### src/rtl/ext_pkg.sv
// Shared definitions for the ext_pipe immediate/load-data extender:
// op encodings and the skid-buffer FSM state type.
package ext_pkg;

  localparam int EXT_OP_W = 3;

  localparam logic [EXT_OP_W-1:0] EXT_ZERO  = 3'd0;
  localparam logic [EXT_OP_W-1:0] EXT_SIGN  = 3'd1;
  localparam logic [EXT_OP_W-1:0] EXT_UPPER = 3'd2;
  localparam logic [EXT_OP_W-1:0] EXT_LB    = 3'd3;
  localparam logic [EXT_OP_W-1:0] EXT_LBU   = 3'd4;
  localparam logic [EXT_OP_W-1:0] EXT_LH    = 3'd5;
  localparam logic [EXT_OP_W-1:0] EXT_LHU   = 3'd6;
  localparam logic [EXT_OP_W-1:0] EXT_RSVD  = 3'd7;

  typedef enum logic [1:0] {
    ST_EMPTY = 2'd0,
    ST_ONE   = 2'd1,
    ST_TWO   = 2'd2
  } ext_state_e;

endpackage

### src/rtl/ext_skid_buf.sv
// Two-entry registered skid buffer with valid/ready on both sides.
// The output register holds the head entry; the skid register catches one
// extra entry so that back-pressure never drops data. in_ready depends only
// on registered state (and reset), never on out_ready.
module ext_skid_buf
  import ext_pkg::*;
#(
  parameter int PAY_W = 32
) (
  input  logic             clk,
  input  logic             reset,
  input  logic             in_valid,
  output logic             in_ready,
  input  logic [PAY_W-1:0] in_pay,
  output logic             out_valid,
  input  logic             out_ready,
  output logic [PAY_W-1:0] out_pay
);

  ext_state_e       r_state;
  logic             r_vld;
  logic [PAY_W-1:0] r_out;
  logic [PAY_W-1:0] r_skid;
  logic             w_accept;
  logic             w_drain;

  // Full only in TWO; held low while reset is asserted.
  assign in_ready  = (r_state != ST_TWO) && reset;
  assign out_valid = r_vld;
  assign out_pay   = r_out;
  assign w_accept  = in_valid && in_ready;
  assign w_drain   = r_vld && out_ready;

  // Occupancy FSM with registered output valid; entries leave in arrival order.
  always_ff @(posedge clk or negedge reset) begin
    if (!reset) begin
      r_state <= ST_EMPTY;
      r_vld   <= 1'b0;
      r_out   <= '0;
      r_skid  <= '0;
    end else begin
      case (r_state)
        ST_EMPTY: begin
          if (w_accept) begin
            r_out   <= in_pay;
            r_vld   <= 1'b1;
            r_state <= ST_ONE;
          end
        end
        ST_ONE: begin
          if (w_accept && !w_drain) begin
            r_skid  <= in_pay;
            r_state <= ST_TWO;
          end else if (w_accept && w_drain) begin
            r_out   <= in_pay;
          end else if (w_drain) begin
            r_vld   <= 1'b0;
            r_state <= ST_EMPTY;
          end
        end
        ST_TWO: begin
          if (w_drain) begin
            r_out   <= r_skid;
            r_state <= ST_ONE;
          end
        end
        default: begin
          r_vld   <= 1'b0;
          r_state <= ST_EMPTY;
        end
      endcase
    end
  end

endmodule

### src/rtl/ext_pipe.sv
// Registered immediate / load-data extender.
// Combinational extension (imm zero/sign/upper, lb/lbu/lh/lhu, reserved ->
// all ones) feeds an ext_skid_buf that provides the output register and
// back-pressure handling.
// Optional macro EXT_ERR_EN adds a registered out_err flag for the reserved
// op and misaligned half-word loads.
module ext_pipe
  import ext_pkg::*;
#(
  parameter  int IN_W   = 16,
  parameter  int DATA_W = 32,
  localparam int OFF_W  = $clog2(DATA_W/8)
) (
  input  logic                clk,
  input  logic                reset,
  input  logic                in_valid,
  output logic                in_ready,
  input  logic [EXT_OP_W-1:0] in_op,
  input  logic [IN_W-1:0]     in_imm,
  input  logic [DATA_W-1:0]   in_word,
  input  logic [OFF_W-1:0]    in_off,
  output logic                out_valid,
  input  logic                out_ready,
  output logic [DATA_W-1:0]   out_data
`ifdef EXT_ERR_EN
  ,
  output logic                out_err
`endif
);

`ifdef EXT_ERR_EN
  localparam int PAY_W = DATA_W + 1;
`else
  localparam int PAY_W = DATA_W;
`endif

  logic [7:0]        w_byte;
  logic [15:0]       w_half;
  logic [DATA_W-1:0] w_data;
  logic [PAY_W-1:0]  w_pay_in;
  logic [PAY_W-1:0]  w_pay_out;

  function automatic logic [DATA_W-1:0] sext8(input logic [7:0] v);
    return {{(DATA_W-8){v[7]}}, v};
  endfunction

  function automatic logic [DATA_W-1:0] zext8(input logic [7:0] v);
    return {{(DATA_W-8){1'b0}}, v};
  endfunction

  function automatic logic [DATA_W-1:0] sext16(input logic [15:0] v);
    return {{(DATA_W-16){v[15]}}, v};
  endfunction

  function automatic logic [DATA_W-1:0] zext16(input logic [15:0] v);
    return {{(DATA_W-16){1'b0}}, v};
  endfunction

  // Little-endian lane select; the half index ignores off[0], so a
  // misaligned half reads the aligned half containing the addressed byte.
  assign w_byte = 8'(in_word >> {in_off, 3'b000});
  assign w_half = 16'(in_word >> {(in_off >> 1), 4'b0000});

  // Mode decode: pure bit selection and replication.
  always_comb begin
    w_data = '1;
    case (in_op)
      EXT_ZERO:  w_data = {{(DATA_W-IN_W){1'b0}}, in_imm};
      EXT_SIGN:  w_data = {{(DATA_W-IN_W){in_imm[IN_W-1]}}, in_imm};
      EXT_UPPER: w_data = {in_imm, {(DATA_W-IN_W){1'b0}}};
      EXT_LB:    w_data = sext8(w_byte);
      EXT_LBU:   w_data = zext8(w_byte);
      EXT_LH:    w_data = sext16(w_half);
      EXT_LHU:   w_data = zext16(w_half);
      EXT_RSVD:  w_data = '1;
      default:   w_data = '1;
    endcase
  end

`ifdef EXT_ERR_EN
  logic w_err;

  // Flag the reserved op and any half load that is not half-aligned.
  always_comb begin
    w_err = 1'b0;
    if (in_op == EXT_RSVD) begin
      w_err = 1'b1;
    end else if ((in_op == EXT_LH) || (in_op == EXT_LHU)) begin
      w_err = in_off[0] || ((DATA_W == 16) && (in_off != '0));
    end
  end

  assign w_pay_in            = {w_err, w_data};
  assign {out_err, out_data} = w_pay_out;
`else
  assign w_pay_in = w_data;
  assign out_data = w_pay_out;
`endif

  ext_skid_buf #(
    .PAY_W (PAY_W)
  ) u_skid (
    .clk       (clk),
    .reset     (reset),
    .in_valid  (in_valid),
    .in_ready  (in_ready),
    .in_pay    (w_pay_in),
    .out_valid (out_valid),
    .out_ready (out_ready),
    .out_pay   (w_pay_out)
  );

endmodule

### config.mk
export PLATFORM = sky130hd
export DESIGN_NAME = ext_pipe
export DESIGN_NICKNAME = d
export VERILOG_FILES = /design/src/rtl/ext_pkg.sv /design/src/rtl/ext_skid_buf.sv /design/src/rtl/ext_pipe.sv
export SDC_FILE = /design/constraint.sdc
export NUM_CORES = 1
export LEC_CHECK = 0
export ABC_CLOCK_PERIOD_IN_PS = 2720
export CORE_ASPECT_RATIO = 0.9
export CORE_UTILIZATION = 55
export CTS_BUF_LIST = sky130_fd_sc_hd__clkbuf_4
export CTS_CLUSTER_SIZE = 24
export DETAILED_ROUTE_END_ITERATION = 12
export PLACE_DENSITY = 0.95
export SLEW_MARGIN = 15
export SYNTH_ARGS = -nofsm -noshare
export SYNTH_HDL_FRONTEND = slang
export SYNTH_SLANG_ARGS = --single-unit
### constraint.sdc
create_clock -name clk -period 2.72 [get_ports clk]
set_clock_uncertainty 0.05 [all_clocks]
set_input_delay 0.544 -clock clk [delete_from_list [all_inputs] [get_ports clk]]
set_output_delay 0.544 -clock clk [all_outputs]
set_load 0.005 [all_outputs]
After elaboration in Yosys (flattened, before gate mapping):

Index checks and enable logic that the tools add are counted.

* add/sub/neg operators: 0
* multipliers: 0
* divide/modulo/power cells: 0
* order comparisons: 0
* equal/unequal tests: 18
* shift operators: 2
* mux-type cells: 17
* bitwise gates (word level): 1
* reductions and logical operators: 13

Operator list (count)
* 32-bit case mux with 8 select lines: 1
* 32-bit 2-to-1 mux: 4
* 32-bit case mux with 3 select lines: 1
* 32-bit by 5-bit right shift with 16-bit output: 1
* 32-bit by 5-bit right shift with 8-bit output: 1
* 3-bit equality test, second input constant: 4
* 2-bit 2-to-1 mux: 5
* 5-bit AND reduction: 2
* 2-bit by 1-bit != test with 1-bit output, second input constant: 4
* 3-bit by 2-bit equality test with 1-bit output, second input constant: 2
* 2-bit != test, second input constant: 3
* 2-bit case mux with 3 select lines: 1
* 1-bit logical AND: 5
* 1-bit 2-to-1 mux: 4
* 4-bit AND reduction: 1
* 3-bit by 1-bit equality test with 1-bit output, second input constant: 1
* 3-bit zero test: 1
* 3-bit by 1-bit != test with 1-bit output, second input constant: 1
* 3-bit by 2-bit != test with 1-bit output, second input constant: 1
* 1-bit case mux with 3 select lines: 1
* 3-bit nonzero test: 1
* 2-bit by 1-bit equality test with 1-bit output, second input constant: 1
* 2-bit equality test, second input constant: 1
* 2-bit zero test: 1
* 3 further kinds: 3

* register bits after elaboration: 67
* latch bits: 0
* bits in writable memories: 0
* memory bits (read-only): 0
* bits of input ports: 57
* output and inout bits: 34
* word-level logic and storage cells: 55
* memories: 0

Logic depth before layout (Yosys ltp):

* depth in word-level cells: 7
* gate-level depth with buffers: 8
* gate-level depth less buffers: 4

Cells and area by module:

Synthesis repeated with hierarchy kept, for this count alone.

* cells, all modules: 317
* area, all modules: 4043.9 um2

By module, submodules not included
* ext_skid_buf: times used 1, cells each 190, area each 3090.5 um2, sequential area each 1676.6 um2
* ext_pipe: times used 1, cells each 127, area each 953.4 um2, sequential area each 0.0 um2

Worst setup path after synthesis:

Ideal clock, no wire load.

* path kind: input -> register
* from: input in_off[1]
* to: register u_skid.r_skid[13]
* setup time: 0.136 ns
* arrival time: 2.046 ns
* required time: 2.534 ns
* slack: 0.488 ns
* stages: 6
* buffers on the path: 2
* path through: buf_2 buf_2 mux2_2 maj3_1 a221oi_1 o21ai_0

* longest elaborated chain between the ends: 2
* elaborated cells between the ends (all ways): 3
* classes of those cells: 2 x shift; 1 x mux

RTL lines
* start, declared: RTL line ext_pipe.sv:21 `input logic [OFF_W-1:0] in_off,`
* 32-bit by 5-bit right shift with 16-bit output / 32-bit by 5-bit right shift with 8-bit output (equally long branches): RTL line ext_pipe.sv:62, ext_pipe.sv:61
* 32-bit case mux with 8 select lines *: RTL line ext_pipe.sv:67 `case (in_op)`
* end signal, assigned: RTL line ext_skid_buf.sv:52 `r_skid <= in_pay;`
* end, declared: RTL line ext_skid_buf.sv:23 `logic [PAY_W-1:0] r_skid;`

Every way passes the cells marked *; elsewhere a longest branch is shown, timed or not.
A chain may end at the register's enable or synchronous reset.

Worst setup path in the final report:

* from: input reset
* to: output in_ready

* longest elaborated chain between the ends: 1

RTL lines
* start, declared: RTL line ext_pipe.sv:15 `input logic reset,`
* 1-bit logical AND: RTL line ext_skid_buf.sv:28 `assign in_ready = (r_state != ST_TWO) && reset;`
* end, declared: RTL line ext_pipe.sv:17 `output logic in_ready,`

No other way between the ends.

==> flow_metrics.py <==
metrics = {
    "place": {
        "dp_hpwl_um": 7363,
        "dp.cells": 537,
        "finalWeightedCongestion": 0.8741,
        "portBuffers": 90,
        "dp_slack_ps": -13.75,
    },
    "cts": {
        "ctsLongestPathBuffers": 2,
        "insertion_delay_ps": 440,
        "cts_resized": 0,
        "clkSinkCount": 67,
        "postCtsHoldBufs": 1,
        "clock_tree.root_cell": "clkbuf_4",
        "postCtsSetupBuffers": 0,
        "cts_buffers": 9,
        "htreeDepth": 3,
        "cts_tree": "built",
        "clk_pin_slew_ps": 110,
    },
    "timing": {
        "whs_ps": 444.4,
        "setup_viol": 0,
        "final_max_slew_viol_count": 0,
        "max_slew_margin_pct": 54.28,
        "fin_crit_sh_pct": 94.66,
        "hold_viol": 0,
        "worst_pin_slew_ps": 685.7,
        "fin_crit_ps": 2575,
        "grt_setup_unrepaired": "no",
        "fin_setup_tns_ps": 0,
        "fmax_ghz": 0.3884,
        "setup_ws_ps": 145.2,
    },
    "route": {
        "drtIter0Drc": 302,
        "dr_wl_met2_um": 5059,
        "vias": 3516,
        "drcViolationCount": 0,
        "wl_met1_um": 4089,
        "wl_per_cell_um": 18.83,
        "detail-route-antenna-nets": 0,
        "totalWireLength_um": 10430,
        "topRoutingLayerUsed": "met4",
        "vias_per_cell": 6.347,
        "wl_met3_um": 977,
        "drtPass1Iterations": 5,
    },
    "outcome": {
        "run_status": "finished clean",
    },
    "critical_path": {
        "cp.required_ps": 2130,
        "slowest_delay_ps": 510,
        "cp_max_fo": 11,
        "cp_slowest_cell": "dlygate4sd3_1",
        "worstSetupPathType": "primary input to output pin",
        "end_kind": "output pin",
        "cp-start-kind": "primary input",
        "crit_path_cell_trace": "dlygate4sd3_1 > buf_2 > and2_1 > clkdlybuf4s50_1",
        "arrival_ps": 1980,
    },
    "die": {
        "die_area_um2": 6922,
        "core_area_um2": 6250,
        "die_y_um": 79.03,
        "die_x_um": 87.59,
        "pin_count": 91,
        "row_count": 27,
        "start_util_pct": 58.02,
    },
    "yosys": {
        "syn-instance-count": 374,
        "synth-edff-count": 0,
        "synth_cell_types": 35,
        "yosysWarnings": 0,
        "synth_commonest_cells": "dfrtp_1, nand2_1, nor2_1",
        "seq_area_frac_synth_pct": 46.24,
        "synth_top_cell_area_share_pct": 46.24,
        "netlist_area_um2": 3626,
        "synth_area_leaders": "dfrtp_1, nand2_1, o211ai_1, nor2_1, a221oi_2",
        "async_flop_share_pct": 100.0,
        "postSynthAreaPerCell_um2": 9.695,
        "yosysMostFrequentCell": "dfrtp_1",
        "synth_top_cell_by_area": "dfrtp_1",
        "synth_top_flop_cell": "dfrtp_1",
        "ys_ff_latch": 67,
        "syn_nets": 431,
    },
    "final_layout": {
        "nets": 519,
        "area_growth_pct": 33.02,
        "final_cell_count_no_fill": 554,
        "antenna_cells": 0,
        "drive_above_1_share_pct": 15.20,
    },
    "power_and_ir_drop": {
        "p_per_area_nw_per_um2": 864.0,
        "ir_drop_mv": 0.4613,
        "p_clk_share_pct": 16.7,
        "seq_power_share_pct": 42.8,
        "p_leak_nw": 1.937,
        "switching_share_pct": 35.40,
        "switchingPower_w": 0.001475,
        "power_frac_comb_pct": 40.4,
        "intPower_w": 0.002692,
    },
    "worst_hold_path": {
        "hold_class": "register to register",
    },
    "global_routing": {
        "grtUsageTotal_pct": 32.88,
        "grt_pass1_wl_um": 17000,
        "grt_overflow": 0,
        "antenna_found_initial": 0,
        "grt_max_degree": 55,
        "grt_pass1_vias": 3463,
    },
    "run": {
        "cap_violations": 0,
    },
}
[kinds of logic (layout without fill, tap and decap cells)]
family	after synthesis	in the layout	synth area share, %
DFF	67	67	46.24
and+or+nand+nor	127	127	17.01
muxes	17	17	5.349
AOI/OAI and AO/OA	116	116	23.74
adders and majority gates	9	9	2.485
buffers and inverters	38	131	5.176
[layout by cell type (no fill, tap or decap), types with 2 or more instances in the layout]
master and instances:
a211oi_1 9, nor3b_1 8, mux2_2 9, clkdlybuf4s50_1 89
and3_1 2, dfrtp_1 67, nand2_1 52, inv_6 2
a21oi_1 20, buf_12 3, and2_1 2, clkbuf_4 9
o311a_1 7, o211ai_1 23, o21ai_0 28, a221oi_1 14
maj3_1 9, and3b_1 3, nor2_1 43, buf_4 20
a221oi_2 10, nand2b_1 3, nand3b_1 2, clkinvlp_4 3
or4b_2 9, mux2i_1 7
[worst paths after layout]
check / slack [ps] / cells after the start / end / from
worst max-delay path: 150 / 4 / in_ready / reset
worst min-delay path: 440 / 2 / u_skid.r_skid[12] / u_skid.r_skid[12]
worst max register to register: 530 / 6 / u_skid.out_pay[18] / u_skid.r_state[1]
worst min register to register: 440 / 2 / u_skid.r_skid[12] / u_skid.r_skid[12]
max in group asynchronous: 1220 / 3 / u_skid.out_pay[1] / reset
min in group asynchronous: 450 / 2 / u_skid.out_pay[10] / reset
[sequential cells by signal (all words and copies together), names as in the netlist]
| name | count |
|---|---|
| u_skid.out_pay | 32 |
| u_skid.r_skid | 32 |
| u_skid.r_state | 2 |
| u_skid.out_valid | 1 |
[through the flow]
stage / instance area, µm² / utilization [%] / total power [W]
2_1_floorplan: 3626 / - / 0.002550
3_3_place_gp: 4671 / 74.73 / 0.003353
3_5_place_dp: 4671 / 74.73 / 0.003452
4_1_cts: 4823 / 77.18 / 0.004153
5_1_grt: 4823 / 77.18 / 0.004424
6_report: 4823 / 77.18 / 0.004167
[worst max-delay path: cells and delay by family]
family	cells	cell delay, ps
buf+inv	3	1260
simple gates	1	170
[power by group through the flow]
stage,Sequential [W],Combinational (W),Clock (W)
final,0.00179,0.00168,0.000698
after global placement,0.00176,0.00159,0
after floorplan,0.00172,0.000827,0
after CTS,0.00177,0.00169,0.000696
after global routing,0.00183,0.00186,0.000734
after detailed placement,0.00179,0.00166,0
[layout make-up]
type                       count  area, µm²
clock inverter                 7      75.07
sequential                    67       1677
inverter                       1      3.754
clock buffer                   9      67.56
timing repair buffer         114       1116
tap                           87      108.9
fill                         413       1426
multi-input combinational    269       1775
[layer usage]
| layer | global-route usage, % | vias to the layer above |
|---|---|---|
| met3 | 11.02 | 38 |
| li1 | - | 1563 |
| met2 | 53.28 | 207 |
| met4 | 12.46 | 0 |
| met1 | 40.61 | 1708 |
| met5 | 0 | - |
(Power assumes the default switching activity.)
